**src/rtl/jt5205_romfeed_if.sv**
```systemverilog
// Bundle of control, ROM and decoder-side signals for jt5205_romfeed.
//   master: drives the controls (cen_lo, start, stop, addresses) and the ROM reply
//           (rom_data, rom_ok); observes rom_addr/rom_cs, din and the status flags.
//   slave : the feeder itself, the mirror image of master.
interface jt5205_romfeed_if #(
    parameter int unsigned AW = 16
) ();
    logic          cen_lo;
    logic          start;
    logic          stop;
    logic [AW-1:0] start_addr;
    logic [AW-1:0] end_addr;
    logic [AW-1:0] rom_addr;
    logic          rom_cs;
    logic [7:0]    rom_data;
    logic          rom_ok;
    logic [3:0]    din;
    logic          busy;
    logic          done;
    logic          underrun;

    modport master (
        output cen_lo, start, stop, start_addr, end_addr, rom_data, rom_ok,
        input  rom_addr, rom_cs, din, busy, done, underrun
    );

    modport slave (
        input  cen_lo, start, stop, start_addr, end_addr, rom_data, rom_ok,
        output rom_addr, rom_cs, din, busy, done, underrun
    );
endinterface

```
**src/rtl/jt5205_romfeed.sv**
```systemverilog
// Streams ADPCM nibbles from a byte-wide ROM into a 5205-style decoder.
// A two-byte buffer (cur being played, nxt prefetched) hides ROM latency; each
// cen_lo strobe registers the next nibble of cur onto din.
//   clk, rst : single clock, synchronous active-high reset
//   bus      : slave side of jt5205_romfeed_if (controls, ROM port, din, status)
module jt5205_romfeed #(
    parameter int unsigned AW       = 16,
    parameter bit          HI_FIRST = 1'b1
) (
    input logic              clk,
    input logic              rst,
    jt5205_romfeed_if.slave  bus
);

    typedef enum logic [1:0] {StIdle, StWait, StPlay} state_e;

    state_e        state_q, state_d;
    logic [AW-1:0] addr_q, addr_d;
    logic [AW-1:0] end_q, end_d;
    logic [7:0]    cur_q, cur_d, nxt_q, nxt_d;
    logic          cur_v_q, cur_v_d, nxt_v_q, nxt_v_d;
    logic          cur_last_q, cur_last_d, nxt_last_q, nxt_last_d;
    logic          phase_q, phase_d;
    logic          fetched_q, fetched_d;   // byte at end_addr already fetched
    logic          stable_q, stable_d;     // rom_addr unchanged since the previous cycle
    logic [3:0]    din_q, din_d;
    logic          done_q, done_d;
    logic          underrun_q, underrun_d;

    logic          rom_cs;
    logic          accept;
    logic          is_last;
    logic [3:0]    nib_first, nib_second;

    always_comb begin
        rom_cs     = (state_q != StIdle) && (!cur_v_q || !nxt_v_q) && !fetched_q;
        // rom_ok right after an address change may belong to the old address
        accept     = rom_cs && bus.rom_ok && stable_q;
        is_last    = (addr_q == end_q);
        nib_first  = HI_FIRST ? cur_q[7:4] : cur_q[3:0];
        nib_second = HI_FIRST ? cur_q[3:0] : cur_q[7:4];

        state_d    = state_q;
        addr_d     = addr_q;
        end_d      = end_q;
        cur_d      = cur_q;
        cur_v_d    = cur_v_q;
        cur_last_d = cur_last_q;
        nxt_d      = nxt_q;
        nxt_v_d    = nxt_v_q;
        nxt_last_d = nxt_last_q;
        phase_d    = phase_q;
        fetched_d  = fetched_q;
        din_d      = din_q;
        done_d     = 1'b0;
        underrun_d = underrun_q;

        if (bus.start) begin
            state_d    = StWait;
            addr_d     = bus.start_addr;
            end_d      = bus.end_addr;
            cur_v_d    = 1'b0;
            nxt_v_d    = 1'b0;
            phase_d    = 1'b0;
            fetched_d  = 1'b0;
            underrun_d = 1'b0;
            din_d      = 4'd0;
        end else if (bus.stop) begin
            state_d = StIdle;
            cur_v_d = 1'b0;
            nxt_v_d = 1'b0;
            din_d   = 4'd0;
        end else begin
            case (state_q)
                StIdle: begin
                    // the final nibble stays on din until the decoder has taken it
                    if (bus.cen_lo) din_d = 4'd0;
                end
                StWait: begin
                    if (accept) begin
                        cur_d      = bus.rom_data;
                        cur_v_d    = 1'b1;
                        cur_last_d = is_last;
                        addr_d     = addr_q + AW'(1);
                        fetched_d  = is_last;
                        state_d    = StPlay;
                    end
                end
                StPlay: begin
                    if (bus.cen_lo) begin
                        if (!cur_v_q) begin
                            din_d = 4'd0;          // starved after an underrun
                        end else if (!phase_q) begin
                            din_d   = nib_first;
                            phase_d = 1'b1;
                        end else begin
                            din_d   = nib_second;
                            phase_d = 1'b0;
                            if (cur_last_q) begin
                                done_d  = 1'b1;
                                state_d = StIdle;
                                cur_v_d = 1'b0;
                                nxt_v_d = 1'b0;
                            end else if (nxt_v_q) begin
                                cur_d      = nxt_q;
                                cur_last_d = nxt_last_q;
                                nxt_v_d    = 1'b0;
                            end else begin
                                underrun_d = 1'b1;
                                cur_v_d    = 1'b0;
                            end
                        end
                    end
                    // new byte lands in whichever slot is free after the shift
                    if (accept) begin
                        if (!cur_v_d) begin
                            cur_d      = bus.rom_data;
                            cur_v_d    = 1'b1;
                            cur_last_d = is_last;
                        end else begin
                            nxt_d      = bus.rom_data;
                            nxt_v_d    = 1'b1;
                            nxt_last_d = is_last;
                        end
                        addr_d    = addr_q + AW'(1);
                        fetched_d = is_last;
                    end
                end
                default: state_d = StIdle;
            endcase
        end

        stable_d = (addr_d == addr_q);
    end

    always_ff @(posedge clk) begin
        if (rst) begin
            state_q    <= StIdle;
            addr_q     <= '0;
            end_q      <= '0;
            cur_q      <= '0;
            cur_v_q    <= 1'b0;
            cur_last_q <= 1'b0;
            nxt_q      <= '0;
            nxt_v_q    <= 1'b0;
            nxt_last_q <= 1'b0;
            phase_q    <= 1'b0;
            fetched_q  <= 1'b0;
            stable_q   <= 1'b0;
            din_q      <= 4'd0;
            done_q     <= 1'b0;
            underrun_q <= 1'b0;
        end else begin
            state_q    <= state_d;
            addr_q     <= addr_d;
            end_q      <= end_d;
            cur_q      <= cur_d;
            cur_v_q    <= cur_v_d;
            cur_last_q <= cur_last_d;
            nxt_q      <= nxt_d;
            nxt_v_q    <= nxt_v_d;
            nxt_last_q <= nxt_last_d;
            phase_q    <= phase_d;
            fetched_q  <= fetched_d;
            stable_q   <= stable_d;
            din_q      <= din_d;
            done_q     <= done_d;
            underrun_q <= underrun_d;
        end
    end

    assign bus.rom_addr = addr_q;
    assign bus.rom_cs   = rom_cs;
    assign bus.din      = din_q;
    assign bus.busy     = (state_q != StIdle);
    assign bus.done     = done_q;
    assign bus.underrun = underrun_q;

endmodule
```
**src/flat_wrapper.sv**
```systemverilog
// flat-port wrapper written by rule: the top's interface ports become plain ports
module jt5205_romfeed_flat 
#(
    parameter int unsigned AW       = 16,
    parameter bit          HI_FIRST = 1'b1
)
  (clk, rst, bus_cen_lo, bus_start, bus_stop, bus_start_addr, bus_end_addr, bus_rom_data, bus_rom_ok, bus_rom_addr, bus_rom_cs, bus_din, bus_busy, bus_done, bus_underrun);
  jt5205_romfeed_if #(.AW(AW)) bus_i ();
  input logic clk;
  input logic rst;
  input wire logic [$bits(bus_i.cen_lo)-1:0] bus_cen_lo;
  input wire logic [$bits(bus_i.start)-1:0] bus_start;
  input wire logic [$bits(bus_i.stop)-1:0] bus_stop;
  input wire logic [$bits(bus_i.start_addr)-1:0] bus_start_addr;
  input wire logic [$bits(bus_i.end_addr)-1:0] bus_end_addr;
  input wire logic [$bits(bus_i.rom_data)-1:0] bus_rom_data;
  input wire logic [$bits(bus_i.rom_ok)-1:0] bus_rom_ok;
  output wire logic [$bits(bus_i.rom_addr)-1:0] bus_rom_addr;
  output wire logic [$bits(bus_i.rom_cs)-1:0] bus_rom_cs;
  output wire logic [$bits(bus_i.din)-1:0] bus_din;
  output wire logic [$bits(bus_i.busy)-1:0] bus_busy;
  output wire logic [$bits(bus_i.done)-1:0] bus_done;
  output wire logic [$bits(bus_i.underrun)-1:0] bus_underrun;
  assign bus_i.cen_lo = bus_cen_lo;
  assign bus_i.start = bus_start;
  assign bus_i.stop = bus_stop;
  assign bus_i.start_addr = bus_start_addr;
  assign bus_i.end_addr = bus_end_addr;
  assign bus_i.rom_data = bus_rom_data;
  assign bus_i.rom_ok = bus_rom_ok;
  assign bus_rom_addr = bus_i.rom_addr;
  assign bus_rom_cs = bus_i.rom_cs;
  assign bus_din = bus_i.din;
  assign bus_busy = bus_i.busy;
  assign bus_done = bus_i.done;
  assign bus_underrun = bus_i.underrun;
  jt5205_romfeed #(.AW(AW), .HI_FIRST(HI_FIRST)) u_core (.clk(clk), .rst(rst), .bus(bus_i));
endmodule
```
**config.mk**
```make
export PLATFORM = sky130hd
export DESIGN_NAME = jt5205_romfeed_flat
export DESIGN_NICKNAME = d
export VERILOG_FILES = /design/src/rtl/jt5205_romfeed_if.sv /design/src/rtl/jt5205_romfeed.sv /design/src/flat_wrapper.sv
export SDC_FILE = /design/constraint.sdc
export NUM_CORES = 1
export LEC_CHECK = 0
export BUFFER_PORTS_ARGS = -buffer_cell sky130_fd_sc_hd__buf_2
export CORE_ASPECT_RATIO = 0.8
export CORE_MARGIN = 3
export CORE_UTILIZATION = 35
export DETAILED_ROUTE_END_ITERATION = 6
export PLACE_DENSITY = 0.6
export SYNTH_ARGS = -nofsm -noshare
export SYNTH_HDL_FRONTEND = slang
export SYNTH_SLANG_ARGS = --single-unit
```
**constraint.sdc**
```tcl
create_clock -name clk -period 2.1 [get_ports clk]
set_clock_uncertainty 0.05 [all_clocks]
set_input_delay 0.315 -clock clk [delete_from_list [all_inputs] [get_ports clk]]
set_output_delay 0.315 -clock clk [all_outputs]
set_load 0.05 [all_outputs]
```
==> results by group, run 1 <==
Floorplanning
  • Top Ports: 70
  • Num rows: 30
  • Core area: 8820 um2
  • Die width: between 100 and 150 um
  • Die ar.: 10600 um2
  • Die Ht: 92.7 um
  • Starting density of the core: 37.3%

Synth
  • Syn Nets: approximately 430
  • Register area share after synthesis: 38.3%
  • Main synth FF type: dfxtp_1
  • Mapped Area: 3290 um2
  • Seq cells post-synth: 63
  • Synthesized instance count: 383
  • Synth async-reset ratio: 0%
  • Yosys cell types: 44
  • Number of synthesized flops with an enable pin: 0
  • Yosys Warn Count: 0
  • Avg Cell Area, Syn: approximately 8.6 um2

Cells and area
  • Final non-filler cell total: 591
  • Final core occ: 49.0%
  • Most frequent cells in the layout: buf_2 (69), dfxtp_1 (57), nor2_1 (51)
  • Area growth syn-to-layout: 31.4%
  • Layout cells sized above 1: 30.7%
  • Commonest non-fill, non-tap cell in the layout: buf_2
  • Antenna Cells: 0
  • Final #Nets: 524

Clock network
  • Max clock buf depth: 2
  • # hold bufs at CTS: 0
  • Worst-skew pair later-pin latency: between 0.3 and 0.4 ns
  • H-tree levels: 3
  • Worst-path clk slew: 0.05 ns
  • Total CTS buffers: 9
  • CTS Root Cell: clkbuf_16
  • TritonCTS clock tree: yes
  • Clk sink count: between 60 and 70

Drt
  • Drt drc: 0
  • Total wire length: 9.61 mm
  • DRT iter0 DRCs: 172
  • DRT Pass-1 Iters: 4
  • Vias per cell: 5.21
  • DRT antenna net count: 0
  • DR vias: 3082
  • Drt wl/cell: 16.3 um

Setup path
  • Worst path slowest cell: or4_4
  • WP data arrival: around 2.3 ns
  • Worst-path cell chain: inv_2 > ha_4 > a211o_4 > or4_4 > buf_4 > nor4_4 > xnor2_1 > a211oi_2
  • CP peak stage delay: 0.52 ns
  • Critical setup path kind: reg2reg
  • Worst EP required: 2.30 ns
  • WP buf/inv: 2
  • Crit path capture type: flip-flop
  • Cell depth of the worst flop-to-flop path: 8
  • CP Depth: 8
  • Kind of cell adding the most delay to the critical path: simple AND/OR/NAND/NOR gates
  • Worst-path maximum fanout: 3
  • Crit path launch type: flip-flop

Placement
  • Cell Count Post-Placement: 568
  • IO buf count: slightly below 70
  • Routability cong.: 0.827
  • Dpl hpwl: ~7 mm

Pwr
  • Leakage: approximately 1.8 nW
  • Pwr per Cell Area: 730 nW/um2
  • VDD IR max: 0.369 mV

STA
  • Worst Max-Slew Pin Slew: 0.499 ns
  • Worst slew margin: 66.4%
  • Tcrit/Tclk final: 98.2%
  • Setup violators final: 0
  • Slew Limit Fails: 0
  • RSZ-0062 raised after global routing: true
  • Fmax: 485 MHz
  • Hold Fails Final Rpt: 0
  • Period minus WS final: 2.06 ns

Global route
  • GRT overflow: 0
  • Initial antenna violation count: 0
  • Total track usage: 18.6%
  • First-pass GRT wire length: 15.5 mm
  • Vias in the first global route: 3049
  • Largest net degree at the start of global routing: 30

Min path
  • Hold Path Stages: 3
  • Hold Crit Class: in2reg

Outcome
  • Status: completed

Run
  • Max_cap viols: 0
[routing by layer]
layer  vias up  track usage [%]  wire (um)
met5         -                0          0
met4         0             6.03        122
met3        13             4.77        536
met2       103             26.3       3990
met1      1443             27.3       4960
li1       1523                -          -
[per-stage QoR]
step / worst slack, ns / hold slack [ns] / total power [mW] / instance area (um2) / setup TNS [ns]
2_1_floorplan: -0.0312 / 0.402 / 1.61 / 3330 / -0.0312
3_3_place_gp: 0.0320 / 0.421 / 1.77 / 3930 / 0
3_5_place_dp: -0.0274 / 0.425 / 1.78 / 3930 / -0.0274
4_1_cts: -0.000269 / 0.162 / 3.18 / 4260 / -0.000269
5_1_grt: -0.0355 / 0.170 / 3.27 / 4320 / -0.0680
6_report: 0.0378 / 0.169 / 3.16 / 4320 / 0
[cell usage after synthesis, types with 2 or more instances]
library cell,number,area share (%)
dfxtp_1,63,38
nor2_1,52,5.9
mux2i_1,31,9.4
xnor2_1,29,7.7
nand2_1,25,2.9
clkbuf_1,20,2.3
xor2_1,19,5.1
nand3_1,18,2.7
nor3_1,17,2.6
a21oi_1,14,2.1
a211oi_1,12,2.7
inv_1,12,1.4
nand4_1,11,2.1
nor4_1,10,1.9
o21ai_0,8,1.2
a311oi_1,7,1.9
ha_1,4,1.5
buf_2,3,0.46
buf_1,2,0.23
nor3_2,2,0.61
[power by group]
| part | internal, mW | leakage, nW | total [mW] | switching [mW] |
|---|---|---|---|---|
| sequential | 1.25 | 0.518 | 1.30 | 0.0584 |
| combinational | 0.188 | 1.19 | 0.468 | 0.280 |
| clock | 0.859 | 0.136 | 1.39 | 0.526 |
| total | 2.29 | 1.85 | 3.16 | 0.864 |
[worst register-to-register path: stages (launching register included)]
cell and delay (ns):
dfxtp_2 0.33, inv_2 0.05, ha_4 0.16, a211o_4 0.28, or4_4 0.52, buf_4 0.16
nor4_4 0.13, xnor2_1 0.12, a211oi_2 0.19
[state kept, by name (all words and copies together), names as in the netlist]
name                 cells
u_core.bus.underrun      1
u_core.nxt_v_q           1
u_core.bus.rom_addr     16
u_core.stable_q          1
u_core.cur_q             8
u_core.cur_last_q        1
u_core.state_q           2
u_core.nxt_last_q        1
u_core.end_q            16
u_core.cur_v_q           1
u_core.bus.done          1
u_core.bus.din           4
u_core.nxt_q             8
u_core.fetched_q         1
u_core.phase_q           1
[area by class of cell]
class	instances	area (um2)
Fill cell	861	4500
Multi-Input combinational cell	281	1960
Inverter	13	50.0
Timing Repair Buffer	106	627
Sequential cell	63	1270
Tap cell	112	140
Clock inverter	3	17.5
Clock buffer	13	260
[cells by family after synthesis]
kind of cell,after synthesis,synth area share (%)
buffers and inverters,39,4.79
flip-flops,63,38.3
multiplexers,32,9.77
XOR/XNOR,48,12.8
adder cells (fa/ha/maj),4,1.52
AND/OR/NAND/NOR,145,21.6
AO/OA/AOI/OAI,52,11.2
[what timing repair did]
| item | 4_1_cts | 5_1_grt |
|---|---|---|
| hold endpoints to repair | 0 | 0 |
| resized for setup | 6 | 8 |
| buffers inserted | 5 | 2 |
| pin swaps | 8 | 7 |
| setup endpoints to repair | 3 | 16 |
[path summary, 6_finish.rpt]
path	start	to	slack, ns
hold / removal	bus_end_addr[9]	u_core.end_q[9]	0.17
setup reg to reg	u_core.state_q[1]	u_core.bus.rom_addr[15]	0.04
setup / recovery	u_core.state_q[1]	u_core.bus.rom_addr[15]	0.04
hold reg to reg	u_core.bus.din[3]	u_core.bus.din[3]	0.44
Power figures use the tool's default switching activity.
==> run 2: changes to the inputs <==
Settings changed: ABC_AREA set to 1, MAX_ROUTING_LAYER set to met4, TNS_END_PERCENT set to 10.
==> results by group, run 2 <==
Outcome
  • Status: completed

Floorplanning
  • Starting density of the core: 36.1% (-1.2 points)
  • Num rows: 33 (+10%)
  • Die ar.: 11900 um2 (+12%)
  • Die Ht: 98.3 um (+6.0%)
  • Top Ports: 70 (unchanged)
  • Core area: 10300 um2 (+17%)
  • Die width: 121 um (+6.1%)

Synth
  • Largest family of logic cells by synthesized area: simple AND/OR/NAND/NOR gates
  • Post-Synth Adder-Cell Area: 1.34% (-0.18 points)
  • Main synth FF type: dfxtp_1
  • Count leader, synth: nand2_1
  • Seq cells post-synth: 63 (unchanged)
  • Post-synth top cells: nand2_1 (129), nor2_1 (90), dfxtp_1 (63)
  • Cell taking the most area after synthesis: dfxtp_1
  • Area contributors post-synth: dfxtp_1 (34%), nand2_1 (13%), nor2_1 (9.1%), inv_1 (5.7%), nand3_1 (5.6%)
  • Number of synthesized flops with an enable pin: 0 (unchanged)
  • Synthesized instance count: 570 (+49%)
  • Post-synthesis mux area share: 0% (-9.8 points)
  • Synth async-reset ratio: 0% (unchanged)
  • Yosys top cell area share: 33.9% (-4.5 points)
  • Avg Cell Area, Syn: 6.53 um2 (-24%)
  • Compound-Gate Fraction of Synth Area: 14.1% (+3.0 points)
  • Register area share after synthesis: 33.9% (-4.5 points)
  • Mapped Area: 3720 um2 (+13%)
  • Yosys Warn Count: 0 (unchanged)
  • Syn Nets: 620 (+43%)
  • Post-Synth XOR/XNOR Area: 2.82% (-10 points)
  • Synthesized-area fraction occupied by and/or/nand/nor cells: 38.2% (+17 points)
  • Yosys cell types: 40 (-9.1%)

Pwr
  • Sw Share: 29.1% (+1.7 points)
  • VDD IR max: 0.330 mV (-10%)
  • Total power: 3.30 mW (+4.4%)
  • Internal: 2.34 mW (+1.9%)
  • Leakage: 2.12 nW (+15%)
  • Switching power: 0.959 mW (+11%)
  • Pwr per Cell Area: 696 nW/um2 (-4.7%)
  • Clk network pwr share: 44.0% (about the same)
  • Register share of total power: 39.7% (-1.6 points)
  • Combinational Power Share: 16.3% (+1.5 points)

Cells and area
  • Commonest non-fill, non-tap cell in the layout: nand2_1
  • # fillers: 1114 (+29%)
  • Antenna Cells: 0 (unchanged)
  • Most frequent cells in the layout: nand2_1 (128), nor2_1 (85), buf_2 (69)
  • Final core occ: 45.9% (-3.1 points)
  • Area growth syn-to-layout: 27.2%
  • Layout cells sized above 1: 26.7% (-4.0 points)
  • Final #Nets: 711 (+36%)

Setup path
  • Crit path launch type: flip-flop
  • WP data arrival: 2.19 ns (-0.07 ns)
  • Critical setup path kind: reg2reg
  • Worst EP required: 2.32 ns (+0.02 ns)
  • Worst-path maximum fanout: 10 (+7)
  • Crit path capture type: flip-flop

Global route
  • Vias in the first global route: 3584 (+18%)
  • GRT overflow: 0 (unchanged)
  • Total track usage: 19.3% (+0.65 points)
  • Largest net degree at the start of global routing: 26 (-13%)
  • First-pass GRT wire length: 17.7 mm (+14%)
  • Initial antenna violation count: 0 (unchanged)

STA
  • Tcrit/Tclk final: 93.8% (-4.4 points)
  • Fmax: 508 MHz (+4.7%)
  • Setup violators final: 0 (unchanged)
  • RSZ-0062 raised after global routing: true
  • Worst Max-Slew Pin Slew: 0.474 ns (-0.0254 ns)
  • Worst slew margin: 68.1% (+1.7 points)
  • Period minus WS final: 1.97 ns (-0.0924 ns)
  • Hold Fails Final Rpt: 0 (unchanged)
  • Slew Limit Fails: 0 (unchanged)

Clock network
  • Clk sink count: 63 (unchanged)
  • Max clock buf depth: 2 (unchanged)
  • H-tree levels: 3 (unchanged)
  • Total CTS buffers: 9 (unchanged)
  • TritonCTS clock tree: yes
  • Worst-skew pair later-pin latency: 0.34 ns (about the same)
  • CTS Root Cell: clkbuf_16
  • Worst-path clk slew: 0.06 ns (about the same)

Placement
  • Routability cong.: 0.951 (+15%)
  • Dpl hpwl: 8.40 mm (+18%)
  • IO buf count: 69 (unchanged)

Drt
  • Drt drc: 0 (unchanged)
  • DR vias: 3891 (+26%)
  • DRT iter0 DRCs: 180 (+4.7%)
  • DRT antenna net count: 0 (unchanged)
  • Vias per cell: 4.83 (-7.4%)
  • Drt wl/cell: 13.5 um (-17%)
  • DRT Pass-1 Iters: 4 (unchanged)
  • Total wire length: 10.9 mm (+13%)

Min path
  • Hold Crit Class: in2reg

Run
  • Max_cap viols: 0 (unchanged)
-- run 2: cell types whose count changed after synthesis, moves of 28 or more --
cell	previous run	this run
inv_1	12	57
xnor2_1	29	1
o21ai_0	8	39
nor2_1	52	90
mux2i_1	31	0
nand2_1	25	129
-- run 2: metrics by stage --
stage | cell area (um2) | cells | TNS, ns | hold slack, ns | setup slack, ns
after floorplan | 3730 | 570 | 0 | 0.374 | 0.127
after global placement | 4290 | 780 | -0.0732 | 0.388 | -0.0732
after detailed placement | 4290 | 780 | -0.0949 | 0.394 | -0.0949
after CTS | 4620 | 798 | 0 | 0.147 | 0.0305
after global routing | 4740 | 806 | -0.0531 | 0.150 | -0.0498
final | 4740 | 806 | 0 | 0.154 | 0.130
-- run 2: routing by layer --
layer | GRT usage, % | routed length (um)
met1 | 26.6 | 5330
met4 | 4.74 | 140
met2 | 27.3 | 4620
met5 | - | 0
met3 | 6.14 | 804
-- run 2: final cells by class --
cell class	count	area (um2)	share of cell area (%)
Tap cell	140	175	3.70
Multi-Input combinational cell	423	2170	45.9
Clock buffer	12	267	5.62
Clock inverter	4	28.8	0.607
Sequential cell	63	1270	26.8
Timing Repair Buffer	100	582	12.3
Inverter	64	243	5.12
-- run 2: cell families after synthesis --
group                    Yosys count
XOR/XNOR                          12
adder cells (fa/ha/maj)            4
flip-flops                        63
buffers and inverters             84
AND/OR/NAND/NOR                  312
AO/OA/AOI/OAI                     95
-- run 2: path summary, 6_finish.rpt --
check                          from           endpoint  slack (ns)  cells past startpoint
hold reg to reg     u_core.cur_q[7]    u_core.cur_q[7]        0.40                      2
setup / recovery  u_core.state_q[1]  u_core.nxt_last_q        0.13                     10
setup reg to reg  u_core.state_q[1]  u_core.nxt_last_q        0.13                     10
hold / removal      bus_end_addr[0]    u_core.end_q[0]        0.15                      3
-- run 2: worst max-delay path: stages, from the launching register on --
cell,delay [ns]
dfxtp_2,0.34
inv_2,0.06
ha_4,0.17
nor2_4,0.15
nand3_4,0.14
buf_4,0.18
nor2_1,0.17
nand2_1,0.26
inv_4,0.19
o21ai_0,0.09
a21oi_1,0.11
-- run 2: power by group through the flow --
stage	Clock [mW]	Sequential (mW)	Combinational (mW)
after detailed placement	0	1.33	0.515
after CTS	1.48	1.31	0.527
after global placement	0	1.33	0.510
final	1.45	1.31	0.538
after floorplan	0	1.38	0.292
after global routing	1.53	1.31	0.599
-- run 2: repair_timing --
item,in CTS,in global routing
setup endpoints to repair,1,8
hold buffers,0,0
gates resized for setup,4,21
setup buffers,2,8
pin swaps,1,9
==> run 3: changes to the inputs <==
Settings changed: CORE_ASPECT_RATIO 0.8 to unset, PLACE_DENSITY 0.6 to 0.58.
Clock period 2.1 ns to 2.4 ns, I/O delays scaled along.
==> results by group, run 3 (synthesis results as in run 2) <==
Outcome
  • Status: completed

Min path
  • Hold Path End: u_core.end_q[10]
  • Hold Crit Class: in2reg
  • Hold Path Stages: 3 (unchanged)
  • Hold wc startpoint: bus_end_addr[10]

STA
  • Worst setup margin: 0.229 ns (+0.0984 ns)
  • Period minus WS final: 2.17 ns (+0.202 ns)
  • Fmax: 461 MHz (-9.3%)
  • RSZ-0062 raised after global routing: false
  • Slew Limit Fails: 0 (unchanged)
  • Setup violators final: 0 (unchanged)
  • Worst Max-Slew Pin Slew: 0.555 ns (+0.0811 ns)
  • Setup TNS: 0 ns (unchanged)
  • Worst slew margin: 63.0% (-5.1 points)
  • Hold Fails Final Rpt: 0 (unchanged)
  • Hold WS: 0.181 ns (+0.0266 ns)
  • Tcrit/Tclk final: 90.5% (-3.3 points)

Cells and area
  • Area growth syn-to-layout: 20.8%
  • Final non-filler cell total: 790 (-2.0%)
  • Final core occ: 43.6% (-2.3 points)
  • Commonest non-fill, non-tap cell in the layout: nand2_1
  • Final #Nets: 699 (-1.7%)
  • Antenna Cells: 0 (unchanged)
  • Layout cells sized above 1: 22.6% (-4.1 points)
  • Most frequent cells in the layout: nand2_1 (129), nor2_1 (89), buf_2 (69)

Placement
  • Cell Count Post-Placement: 766 (-1.8%)
  • IO buf count: 69 (unchanged)
  • Routability cong.: 0.941 (-1.0%)
  • Pre-CTS setup slack: 0.165 ns (+0.260 ns)
  • Dpl hpwl: 8.09 mm (-3.7%)

Setup path
  • Crit path top cell by count: nand2_1
  • Worst-path cell chain: inv_1 > ha_2 > nor2_4 > nand2_2 > nor2_4 > buf_4 > nand2_1 > nand2_1 > nand3_1 > nand2_1 > nand2_1 > nand2_1 > clkinv_1 > nand3_1 > nor2_1 > nand3_1 > nor2_1
  • WP data arrival: 2.38 ns (+0.19 ns)
  • Cell depth of the worst flop-to-flop path: 17 (+7)
  • Worst-path maximum fanout: 7 (-3)
  • R2r setup slk: 0.23 ns (+0.10 ns)
  • Crit path launch type: flip-flop
  • Worst EP required: 2.61 ns (+0.29 ns)
  • Reg2reg end: u_core.stable_q
  • Crit path capture type: flip-flop
  • CP peak stage delay: 0.36 ns (+0.02 ns)
  • WP buf/inv: 3 (unchanged)
  • Critical setup path kind: reg2reg
  • RR Startpoint: u_core.state_q[0]
  • Kind of cell adding the most delay to the critical path: simple AND/OR/NAND/NOR gates
  • Worst path slowest cell: dfxtp_1

Drt
  • DR vias: 3845 (-1.2%)
  • DRT Pass-1 Iters: 5 (+1)
  • DRT antenna net count: 0 (unchanged)
  • Vias per cell: 4.87 (+0.82%)
  • DRT iter0 DRCs: 255 (+42%)
  • Drt wl/cell: 13.4 um (-0.94%)
  • Drt drc: 0 (unchanged)
  • Total wire length: 10.6 mm (-2.9%)

Pwr
  • Register share of total power: 42.6% (+2.9 points)
  • Combinational Power Share: 16.7% (+0.4 points)
  • VDD IR max: 0.270 mV (-18%)
  • Internal: 1.86 mW (-20%)
  • Clk network pwr share: 40.7% (-3.3 points)
  • Switching power: 0.811 mW (-16%)
  • Leakage: 2.03 nW (-4.6%)
  • Pwr per Cell Area: 594 nW/um2 (-15%)
  • Sw Share: 30.3% (+1.2 points)

Run
  • Max_cap viols: 0 (unchanged)

Global route
  • Vias in the first global route: 3461 (-3.4%)
  • Largest net degree at the start of global routing: 32 (+23%)
  • First-pass GRT wire length: 17.1 mm (-3.5%)
  • GRT overflow: 0 (unchanged)
  • Total track usage: 18.7% (-0.55 points)
  • Initial antenna violation count: 0 (unchanged)

Floorplanning
  • Die ar.: 11900 um2 (about the same)
  • Die Ht: 109 um (+11%)
  • Starting density of the core: 36.1% (about the same)
  • Top Ports: 70 (unchanged)
  • Num rows: 37 (+12%)
  • Core area: 10300 um2 (about the same)
  • Die width: 109 um (-10%)

Clock network
  • CTS Root Cell: clkbuf_8
  • Worst-path clk slew: 0.08 ns (+0.02 ns)
  • Max clock buf depth: 2 (unchanged)
  • Worst-skew pair later-pin latency: 0.35 ns (about the same)
  • TritonCTS clock tree: yes
  • # hold bufs at CTS: 0 (unchanged)
  • Total CTS buffers: 9 (unchanged)
  • H-tree levels: 3 (unchanged)
  • Clk sink count: 63 (unchanged)
run 3: worst min-delay path, cell delays in order:
cell,delay [ns]
buf_2,0.07
nor2_1,0.03
nor2_1,0.08
run 3: power groups by stage:
stage	Sequential [mW]	Combinational (mW)	Clock (mW)
floorplan	1.21	0.255	0
global placement	1.16	0.442	0
detailed placement	1.16	0.443	0
CTS	1.14	0.445	1.11
global route	1.15	0.501	1.16
finish	1.14	0.446	1.09
run 3: worst max path at each step:
| stage | slack (ns) | cells after the start | endpoint | from |
|---|---|---|---|---|
| 3_5_place_dp | 0.16 | 15 | u_core.stable_q | u_core.state_q[0] |
| 5_1_grt | 0.01 | 15 | u_core.stable_q | u_core.state_q[0] |
| 4_1_cts | 0.14 | 15 | u_core.stable_q | u_core.state_q[0] |
| 3_3_place_gp | 0.25 | 15 | u_core.stable_q | u_core.state_q[0] |
| 2_1_floorplan | 0.29 | 15 | u_core.stable_q | u_core.bus.rom_addr[0] |
| 6_report | 0.23 | 17 | u_core.stable_q | u_core.state_q[0] |
run 3: per-layer routing:
layer | up-vias | global-route usage [%] | part of all wire (%) | routed length [um]
li1 | 1995 | - | - | -
met1 | 1717 | 26.5 | 49 | 5190
met2 | 124 | 27.1 | 44 | 4620
met3 | 9 | 3.61 | 6.2 | 652
met4 | 0 | 5.14 | 1.1 | 112
met5 | - | - | 0 | 0
run 3: layout make-up:
type | instances | area [um2]
clock buffer | 10 | 138
sequential | 63 | 1260
multi-input combinational | 423 | 2110
inverter | 64 | 240
fill | 1102 | 5820
clock inverter | 6 | 92.6
tap | 136 | 170
timing repair buffer | 88 | 488
run 3: repair_timing:
action | CTS | global route
resized for setup | 0 | 2
buffers inserted | 0 | 8
setup endpoints to repair | 0 | 1
run 3: through the flow:
step / instance area [um2] / total power [mW]
6_report: 4500 / 2.67
5_1_grt: 4500 / 2.81
4_1_cts: 4440 / 2.70
3_5_place_dp: 4210 / 1.61
3_3_place_gp: 4210 / 1.60
2_1_floorplan: 3720 / 1.46
